## config.mk

```make
export PLATFORM = sky130hd
export DESIGN_NAME = apb_slave_ctrl
export DESIGN_NICKNAME = d
export VERILOG_FILES = /design/src/rtl/apb_slave_ctrl.sv
export SDC_FILE = /design/constraint.sdc
export NUM_CORES = 1
export LEC_CHECK = 0
export BUFFER_PORTS_ARGS = -buffer_cell sky130_fd_sc_hd__buf_4
export CAP_MARGIN = 10
export CORE_MARGIN = 4
export CORE_UTILIZATION = 43
export CTS_BUF_LIST = sky130_fd_sc_hd__clkbuf_8
export CTS_CLUSTER_SIZE = 10
export DETAILED_ROUTE_END_ITERATION = 6
export PLACE_DENSITY_LB_ADDON = 0.08
export RECOVER_POWER = 25
export SLEW_MARGIN = 10
export SYNTH_ARGS = -nofsm -noshare
export SYNTH_HDL_FRONTEND = slang
export SYNTH_SLANG_ARGS = --single-unit
export TNS_END_PERCENT = 1
```

## constraint.sdc

```tcl
create_clock -name pclk -period 2.5 [get_ports pclk]
set_input_delay 0.25 -clock pclk [delete_from_list [all_inputs] [get_ports pclk]]
set_output_delay 0.25 -clock pclk [all_outputs]
set_load 0.03 [all_outputs]
```

## src/rtl/apb_slave_ctrl.sv

```systemverilog
// ---------------------------------------------------------------------------
// apb_slave_ctrl
//
// APB slave front-end that turns each APB transfer into a single-cycle
// rd/wr request on a simple back-end bus, then waits for ack/err and
// finishes the APB access with pready/pslverr. Addresses outside
// [ADDR_LO, ADDR_HI] complete with an error and never reach the back end.
//
// Optional feature (macro APB_SLAVE_TIMEOUT_EN):
//   defined   - 8-bit wait counter forces an error completion after
//               TIMEOUT_CYCLES back-end cycles without ack.
//   undefined - no counter; WAIT holds until ack or psel drops.
//
// Ports
//   pclk, prst           clock, asynchronous active-high reset
//   psel, penable,
//   pwrite, paddr,
//   pwdata, pstrb        APB request
//   prdata, pready,
//   pslverr              APB response (all registered)
//   addr, wdata,
//   b_strobe             back-end request fields, latched in the setup phase
//   rd, wr               back-end one-cycle request pulses
//   rdata, ack, err      back-end response; err is valid with ack
//
// FSM
//   state   | meaning
//   IDLE    | waiting for an APB setup phase
//   REQ     | rd/wr pulse is out, ack sampled, range error resolved
//   WAIT    | waiting for ack (or timeout / psel drop)
//   DONE    | pready high for one cycle, pslverr = error flag
// ---------------------------------------------------------------------------
module apb_slave_ctrl #(
    parameter int ADDR_WIDTH     = 12,
    parameter int DATA_WIDTH     = 32,
    parameter int ADDR_LO        = 0,
    parameter int ADDR_HI        = 12'hFFF,
    parameter int TIMEOUT_CYCLES = 16
) (
    input  logic                    pclk,
    input  logic                    prst,
    input  logic                    psel,
    input  logic                    penable,
    input  logic                    pwrite,
    input  logic [ADDR_WIDTH-1:0]   paddr,
    input  logic [DATA_WIDTH-1:0]   pwdata,
    input  logic [DATA_WIDTH/8-1:0] pstrb,
    output logic [DATA_WIDTH-1:0]   prdata,
    output logic                    pready,
    output logic                    pslverr,
    output logic [ADDR_WIDTH-1:0]   addr,
    output logic [DATA_WIDTH-1:0]   wdata,
    output logic [DATA_WIDTH/8-1:0] b_strobe,
    output logic                    rd,
    output logic                    wr,
    input  logic [DATA_WIDTH-1:0]   rdata,
    input  logic                    ack,
    input  logic                    err
);

    if (DATA_WIDTH % 8 != 0) begin : g_bad_data_width
        $error("apb_slave_ctrl: DATA_WIDTH must be a multiple of 8");
    end
    if (TIMEOUT_CYCLES < 1 || TIMEOUT_CYCLES > 255) begin : g_bad_timeout
        $error("apb_slave_ctrl: TIMEOUT_CYCLES must be in 1..255");
    end

    typedef enum logic [1:0] {
        ST_IDLE = 2'd0,
        ST_REQ  = 2'd1,
        ST_WAIT = 2'd2,
        ST_DONE = 2'd3
    } state_t;

    // Range check is done as an offset compare one bit wider than the
    // address: a borrow (paddr < ADDR_LO) sets the MSB and fails the
    // compare, and no comparison degenerates to a constant.
    localparam logic [ADDR_WIDTH:0] ADDR_BASE = ADDR_LO[ADDR_WIDTH:0];
    localparam logic [ADDR_WIDTH:0] ADDR_SPAN = ADDR_HI[ADDR_WIDTH:0] - ADDR_LO[ADDR_WIDTH:0];

    state_t            r_state;
    logic              r_write;
    logic              r_in_range;
`ifdef APB_SLAVE_TIMEOUT_EN
    logic [7:0]        r_tmo_cnt;
`endif

    logic [ADDR_WIDTH:0] w_offset;
    logic                w_in_range;
    logic                w_abort;
    logic                w_oor;
    logic                w_tmo;
    logic                w_done;
    logic                w_done_err;

    assign w_offset   = {1'b0, paddr} - ADDR_BASE;
    assign w_in_range = (w_offset <= ADDR_SPAN);

    always_comb begin
        w_abort = ~psel;
        w_oor   = (r_state == ST_REQ) && !r_in_range;
`ifdef APB_SLAVE_TIMEOUT_EN
        w_tmo   = (r_tmo_cnt == TIMEOUT_CYCLES[7:0]);
`else
        w_tmo   = 1'b0;
`endif
        // ack wins over a timeout landing in the same cycle
        w_done     = ~w_abort & (w_oor | ack | w_tmo);
        w_done_err = w_oor | (ack ? err : 1'b1);
    end

    always_ff @(posedge pclk or posedge prst) begin
        if (prst) begin
            r_state    <= ST_IDLE;
            r_write    <= 1'b0;
            r_in_range <= 1'b0;
            prdata     <= '0;
            pready     <= 1'b0;
            pslverr    <= 1'b0;
            addr       <= '0;
            wdata      <= '0;
            b_strobe   <= '0;
            rd         <= 1'b0;
            wr         <= 1'b0;
`ifdef APB_SLAVE_TIMEOUT_EN
            r_tmo_cnt  <= '0;
`endif
        end else begin
            rd      <= 1'b0;
            wr      <= 1'b0;
            pready  <= 1'b0;
            pslverr <= 1'b0;
            case (r_state)
                ST_IDLE: begin
                    if (psel && !penable) begin
                        addr       <= paddr;
                        wdata      <= pwdata;
                        b_strobe   <= pstrb;
                        r_write    <= pwrite;
                        r_in_range <= w_in_range;
                        // request pulse lands in the REQ cycle; none for out-of-range
                        rd         <= w_in_range & ~pwrite;
                        wr         <= w_in_range & pwrite;
`ifdef APB_SLAVE_TIMEOUT_EN
                        r_tmo_cnt  <= '0;
`endif
                        r_state    <= ST_REQ;
                    end
                end
                ST_REQ, ST_WAIT: begin
                    if (w_abort) begin
                        r_state <= ST_IDLE;
                    end else if (w_done) begin
                        r_state <= ST_DONE;
                        pready  <= 1'b1;
                        pslverr <= w_done_err;
                        if (!r_write) begin
                            prdata <= w_done_err ? '0 : rdata;
                        end
                    end else begin
                        r_state <= ST_WAIT;
`ifdef APB_SLAVE_TIMEOUT_EN
                        r_tmo_cnt <= r_tmo_cnt + 8'd1;
`endif
                    end
                end
                ST_DONE: begin
                    r_state <= ST_IDLE;
                end
                default: begin
                    r_state <= ST_IDLE;
                end
            endcase
        end
    end

endmodule

```

==> metrics.md, run 1 <==
| Metric | Value |
|---|---|
| Outcome | finished clean |
| Register area share after synthesis | 61.73% |
| Largest net degree at the start of global routing | 56 |
| Relative slew slack | 10.14% |
| CTS H-tree lvls | 3 |
| RSZ-0062 raised after global routing | no |
| Tmin final | 1.957 ns |
| Die width | between 90 and 100 um |
| Max Fclk | 511.1 MHz |
| WP data required | 2.73 ns |
| Pre-CTS setup slack | around 0.54 ns |
| Worst hold slack | between 0.06 and 0.07 ns |
| Pins Over Slew Limit | 0 |
| Sequential share of power | 34.8% |
| Hold wc startpoint | pwrite |
| Synth Area in XOR/XNOR | 0% |
| Wire length per cell | 16.00 um |
| Root buf cell | clkbuf_8 |
| Synth warnings | 0 |
| Layout fillers | 636 |
| Final worst-path cycle share | about 78% |
| Max_cap viols | 0 |
| CTS Buffer Depth | 2 |
| R2r setup slk | 0.54 ns |
| Gr usage total | 17.03% |
| Worst r2r dst | prdata[12] |
| DP HPWL | 6111 um |
| Initial detailed-routing violation count | 54 |
| Power Internal | roughly 4200 uW |
| First-pass GRT wire length | between 10000 and 15000 um |
| Comb power frac | 49.9% |
| Sw Ratio | 40.33% |
| Synth Register Bits | 88 |
| Mux contribution to synthesized area | 25.53% |
| Clk pin slew, worst setup/hold paths | 0.08 ns |
| Crit path capture type | register |
| Commonest non-fill, non-tap cells in the layout | 172 x buf_4, 88 x dfrtp_1, 79 x mux2_2 |
| Mapped Cells | 240 |
| P per Cell Area | 1357 mW/mm2 |
| IO Count | roughly 170 |
| Final Hold Viols | 0 |
| Die H | 99.08 um |
| CTS buffer count | 9 |
| Vias in the first global route | between 2000 and 3000 |
| Main combinational cell family by area after synthesis | multiplexers |
| Router iterations before antenna repair | 4 |
| Post-synthesis simple-gate area fraction | 7.261% |
| Worst R2R Path Depth | 6 |
| Crit Path Class | reg2reg |
| Synth cell types | 20 |
| Total gr overflow | 0 |
| Sw power | 2832 uW |
| WHS Endpoint | rd |
| Starting density of the core | 45.23% |
| Slew of the pin with the lowest slew margin | 1.348 ns |
| Cell Area, Synth | ~0.0036 mm2 |
| Initial antenna violation count | 0 |
| Worst skew pair latency | approximately 0.35 ns |
| Clock Sinks | 88 |
| Layout area overhead | 45.07% |
| Antenna Nets Post-Route | 0 |
| Most common cell after layout, fill and taps aside | buf_4 |
| PnR worst setup slack | 0.5433 ns |
| CTS tree | built |
| Vias per cell | approximately 5 |
| Syn Area/Cell | 14.86 um2 |
| Hold crit path type | in2reg |
| Reg-to-Reg Start | r_state[1] |
| Adder-Cell Fraction of Synth Area | 1.052% |
| Net Count, Synth | 330 |
| Clock power frac | 15.3% |
| Share of cells above drive strength 1 | about 65% |
| # setup viols final | 0 |
| Die Area | about 0.01 mm2 |
| CP arrival | 2.18 ns |
| DR vias | between 2000 and 3000 |
| LEAKAGE | 0.002749 uW |
| WHS Path Cells | 2 |
| Nets@finish | about 500 |
| Routability cong. | 0.7741 |
| Worst ir drop on vdd | around 0.68 mV |
| Worst Skew | 0.01069 ns |
| Inst Count DP | 504 |
| Startpoint class of the critical path | register |
| Post-synthesis compound-gate area fraction | approximately 1.5% |
| Post-CTS Repair Setup Buffers | 0 |
| Total wire length after detailed routing | 8335 um |
| Rows | 32 |
| CP max FO | 35 |
| IO Port Bufs | 170 |
| Ant diodes | 0 |
| Setup TNS | 0 ns |
| DRC errors left | 0 |
| Core Area | 0.007888 mm2 |
| Final std cells w/o fill | 521 |
critical path, cell delays in order, from the launching register on:
cell and delay [ns]:
dfrtp_1 0.39, inv_1 0.10, ha_1 0.20, nand2b_4 0.21, a211oi_4 0.31, buf_4 0.28, mux2_2 0.36
per-stage QoR:
step / power, uW / util (%) / area, um2
3_3_place_gp: 5943 / 62.93 / 4964
6_report: 7022 / 65.61 / 5175
5_1_grt: 7411 / 65.61 / 5175
4_1_cts: 7122 / 65.86 / 5195
3_5_place_dp: 6030 / 62.93 / 4964
2_1_floorplan: 4624 / - / 3571
worst max path at each step:
stage                from         end  slack, ns  depth (start not counted)
5_1_grt              prst   prdata[2]       0.24                          4
2_1_floorplan  r_state[0]   prdata[0]       0.74                          6
4_1_cts        r_state[1]   prdata[7]       0.54                          6
3_5_place_dp   r_state[1]  prdata[11]       0.54                          6
6_report       r_state[1]  prdata[12]       0.54                          6
3_3_place_gp   r_state[1]  prdata[21]       0.59                          6
repair_timing:
action                                 CTS  global route
gates resized for setup                  0             0
endpoints found under the hold margin    4             0
hold buffers                             1             0
routing by layer:
layer  wire [um]  track usage [%]
met1        3209            20.30
met2        4219            28.41
met4         118            6.092
met5           0                0
met3         789            6.157
power by group through the flow:
stage          logic [uW]  registers [uW]  clock network, uW
2_1_floorplan         893            3730                  0
3_3_place_gp         3490            2450                  0
3_5_place_dp         3550            2480                  0
4_1_cts              3560            2450               1110
5_1_grt              3690            2540               1180
6_report             3500            2440               1080
state kept, by name, indices dropped and copies added (netlist names):
signal	flops
r_in_range	1
r_write	1
prdata	32
pready	1
addr	12
rd	1
pslverr	1
wr	1
b_strobe	4
r_state	2
wdata	32
layout make-up:
cell class                      count  area [um2]  share of cell area (%)
Multi-Input combinational cell    132        1261                   24.37
Clock buffer                       10       137.6                   2.660
Clock inverter                      6       83.83                   1.620
Sequential cell                    88        2202                   42.55
Timing Repair Buffer              177        1339                   25.87
Inverter                            6       23.77                  0.4594
Tap cell                          102       127.6                   2.466
kinds of logic (layout without fill, tap and decap cells):
kind of cell | Yosys count | after routing
buffers and inverters | 20 | 199
multiplexers | 81 | 81
flip-flops | 88 | 88
AND/OR/NAND/NOR | 42 | 42
AO/OA/AOI/OAI | 6 | 6
adder cells (fa/ha/maj) | 3 | 3
cell usage after synthesis:
cell,count,share of area (%)
nand3b_1,1,0.21
nor2_1,3,0.32
clkbuf_1,6,0.63
nor2b_1,1,0.18
inv_1,6,0.63
a21o_1,2,0.42
nand2b_4,1,0.39
and3_1,32,5.6
ha_1,3,1.1
buf_2,5,0.70
mux2i_1,1,0.28
a2bb2oi_1,1,0.25
a211oi_4,1,0.56
nand2b_1,2,0.35
mux2_1,1,0.32
dfrtp_1,88,62
a21oi_1,2,0.28
buf_6,3,0.95
nand2_1,2,0.21
mux2_2,79,25
Note: power is estimated with default switching activity, not from simulation.
==> run 2, diff against run 1 <==
==> constraint.sdc (replaced) <==
create_clock -name pclk -period 1.7 [get_ports pclk]
set_input_delay 0.17 -clock pclk [delete_from_list [all_inputs] [get_ports pclk]]
set_output_delay 0.17 -clock pclk [all_outputs]
set_load 0.03 [all_outputs]
==> run 2 against run 1 <==
Effect of this change:
- the flow now finishes with violations (negative setup slack)
- utilization rose by 3.1 points
- total power rose by 50%
- via count rose by 4.8%
- sequential share of layout area fell by 1.9 points
- global-route usage rose by 0.64 points
- first-iteration DRC count rose by 17%
- fmax rose by 12%
- largest cell class unchanged
- largest power group unchanged
- highest routed layer unchanged
==> metrics.md, run 2 (same netlist as run 1, synthesis figures left out) <==
| Metric | Value |
|---|---|
| Outcome | finished, violations left |
| Failing checks | negative setup slack |
| Layout fillers | 577 |
| Vias per cell | 4.959 |
| Nets@finish | 518 |
| Crit Path Class | reg2reg |
| Total wire length after detailed routing | just under 9000 um |
| Pre-CTS setup slack | -0.09709 ns |
| Sequential share of power | 34.2% |
| Largest regs | prdata (32), wdata (32), addr (12) |
| Power Internal | 6225 uW |
| Starting density of the core | 45.23% |
| Gr usage total | approximately 18% |
| Largest net degree at the start of global routing | 35 |
| PnR worst setup slack | -0.04058 ns |
| Antenna Nets Post-Route | 0 |
| IO Count | 171 |
| DRC errors left | 0 |
| Hold wc startpoint | pwdata[26] |
| Total gr overflow | 0 |
| CTS tree | built |
| CP max FO | 6 |
| Core Area | 0.007888 mm2 |
| Relative slew slack | 24.83% |
| IO Port Bufs | 170 |
| Sw Ratio | 40.82% |
| P per Cell Area | 1941 mW/mm2 |
| CTS Buffer Depth | 2 |
| Die H | 99.08 um |
| Commonest non-fill, non-tap cells in the layout | 163 x buf_4, 88 x dfrtp_1, 61 x mux2_2 |
| CP arrival | 1.97 ns |
| Final Hold Viols | 0 |
| Sw power | 4293 uW |
| Worst r2r dst | prdata[2] |
| Setup TNS | -0.5411 ns |
| Root buf cell | clkbuf_8 |
| Ant diodes | 0 |
| First-pass GRT wire length | between 10000 and 15000 um |
| Die Area | 0.009817 mm2 |
| Tmin final | around 1.7 ns |
| Worst R2R Path Depth | 7 |
| Crit path capture type | register |
| Initial detailed-routing violation count | between 60 and 70 |
| Initial antenna violation count | 0 |
| CTS H-tree lvls | 3 |
| Max_cap viols | 0 |
| RSZ-0062 raised after global routing | yes |
| Clock power frac | 13.0% |
| Routability cong. | 0.7612 |
| Slew of the pin with the lowest slew margin | around 1.1 ns |
| Hold crit path type | in2reg |
| Worst Skew | 0.006953 ns |
| Worst skew pair latency | 0.34 ns |
| Global routing usage on met1 | 21.95% |
| Startpoint class of the critical path | register |
| Wire length per cell | 16.27 um |
| Met2 usage in global routing | 28.72% |
| # setup viols final | 23 |
| M3 GR Usage | about 6.5% |
| Reg-to-Reg Start | r_state[1] |
| R2r setup slk | -0.04 ns |
| CTS buffer count | 9 |
| DP HPWL | 6218 um |
| Share of cells above drive strength 1 | 63.51% |
| Max Fclk | 574.5 MHz |
| Layout area overhead | 51.91% |
| Vias in the first global route | between 2000 and 3000 |
| Worst ir drop on vdd | 1.137 mV |
| Pins Over Slew Limit | 0 |
| Clk pin slew, worst setup/hold paths | 0.09 ns |
| DR vias | 2653 |
| Final worst-path cycle share | 102.4% |
| WP data required | 1.93 ns |
| Most common cell after layout, fill and taps aside | buf_4 |
| Comb power frac | 52.8% |
| Router iterations before antenna repair | 7 |
| Rows | 32 |
| Die width | 99.08 um |
| Busiest layer in global routing | met2 |
| LEAKAGE | 0.002821 uW |
| WHS Path Cells | 2 |
| Worst hold slack | about 0.053 ns |
| Clock Sinks | between 80 and 90 |
| WHS Endpoint | wdata[26] |
run 2: cell count changes in the layout (fill, tap and decap cells not counted), moves of 2 or more:
| cell | before | now |
|---|---|---|
| ha_1 | 3 | 1 |
| mux2_2 | 79 | 61 |
| buf_4 | 172 | 163 |
| clkbuf_16 | 0 | 2 |
| clkbuf_2 | 2 | 0 |
| clkbuf_1 | 0 | 15 |
| mux2_4 | 0 | 19 |
| buf_12 | 1 | 5 |
| ha_4 | 0 | 2 |
run 2: worst max path at each step:
| stage | from | endpoint | slack [ns] | cells past startpoint |
|---|---|---|---|---|
| after floorplan | r_state[0] | prdata[0] | -0.06 | 6 |
| final | r_state[1] | prdata[2] | -0.04 | 7 |
| after global routing | r_state[1] | prdata[5] | -0.08 | 7 |
| after global placement | r_state[1] | prdata[10] | -0.04 | 6 |
| after detailed placement | r_state[1] | prdata[7] | -0.1 | 6 |
| after CTS | r_state[0] | prdata[20] | -0.03 | 7 |
run 2: power groups by stage:
stage	combinational, uW	sequential [uW]	clock (uW)
3_3_place_gp	5220	3600	0
4_1_cts	5410	3600	1420
3_5_place_dp	5310	3640	0
2_1_floorplan	1310	5490	0
5_1_grt	5860	3730	1520
6_report	5550	3600	1370
run 2: per-stage QoR:
step	area [um2]	power, uW	util (%)	cells
floorplan	3571	6800	-	240
global placement	5039	8816	63.88	509
detailed placement	5039	8943	63.88	509
CTS	5314	10430	67.37	531
global route	5419	11100	68.70	535
finish	5419	10520	68.70	535
run 2: final cells by class:
| cell class | count | area, um2 | area share (%) |
|---|---|---|---|
| clock inverter | 7 | 65.06 | 1.201 |
| clock buffer | 9 | 123.9 | 2.286 |
| tap | 102 | 127.6 | 2.355 |
| inverter | 6 | 23.77 | 0.4387 |
| multi-input combinational | 132 | 1365 | 25.19 |
| sequential | 88 | 2202 | 40.64 |
| timing repair buffer | 191 | 1511 | 27.89 |
run 2: timing repair:
| action | in CTS | in global routing |
|---|---|---|
| cloned | 1 | 2 |
| hold buffers | 2 | 0 |
| setup buffers | 3 | 2 |
| endpoints found under the setup margin | 32 | 32 |
| endpoints found under the hold margin | 23 | 0 |
| pin swaps | 2 | 3 |
| gates resized for setup | 7 | 22 |
run 2: routing by layer:
| metal | up-vias | part of all wire (%) |
|---|---|---|
| met5 | - | 0 |
| met4 | 0 | 0.67 |
| met3 | 12 | 10 |
| met2 | 110 | 49 |
| met1 | 1309 | 40 |
| li1 | 1222 | - |
run 2: critical path: stages, from the launching register on:
cell       delay (ns)
dfrtp_1          0.38
inv_2            0.08
ha_4             0.28
nand2_4          0.05
a211oi_4         0.18
buf_6            0.19
clkbuf_16        0.17
mux2_4           0.30
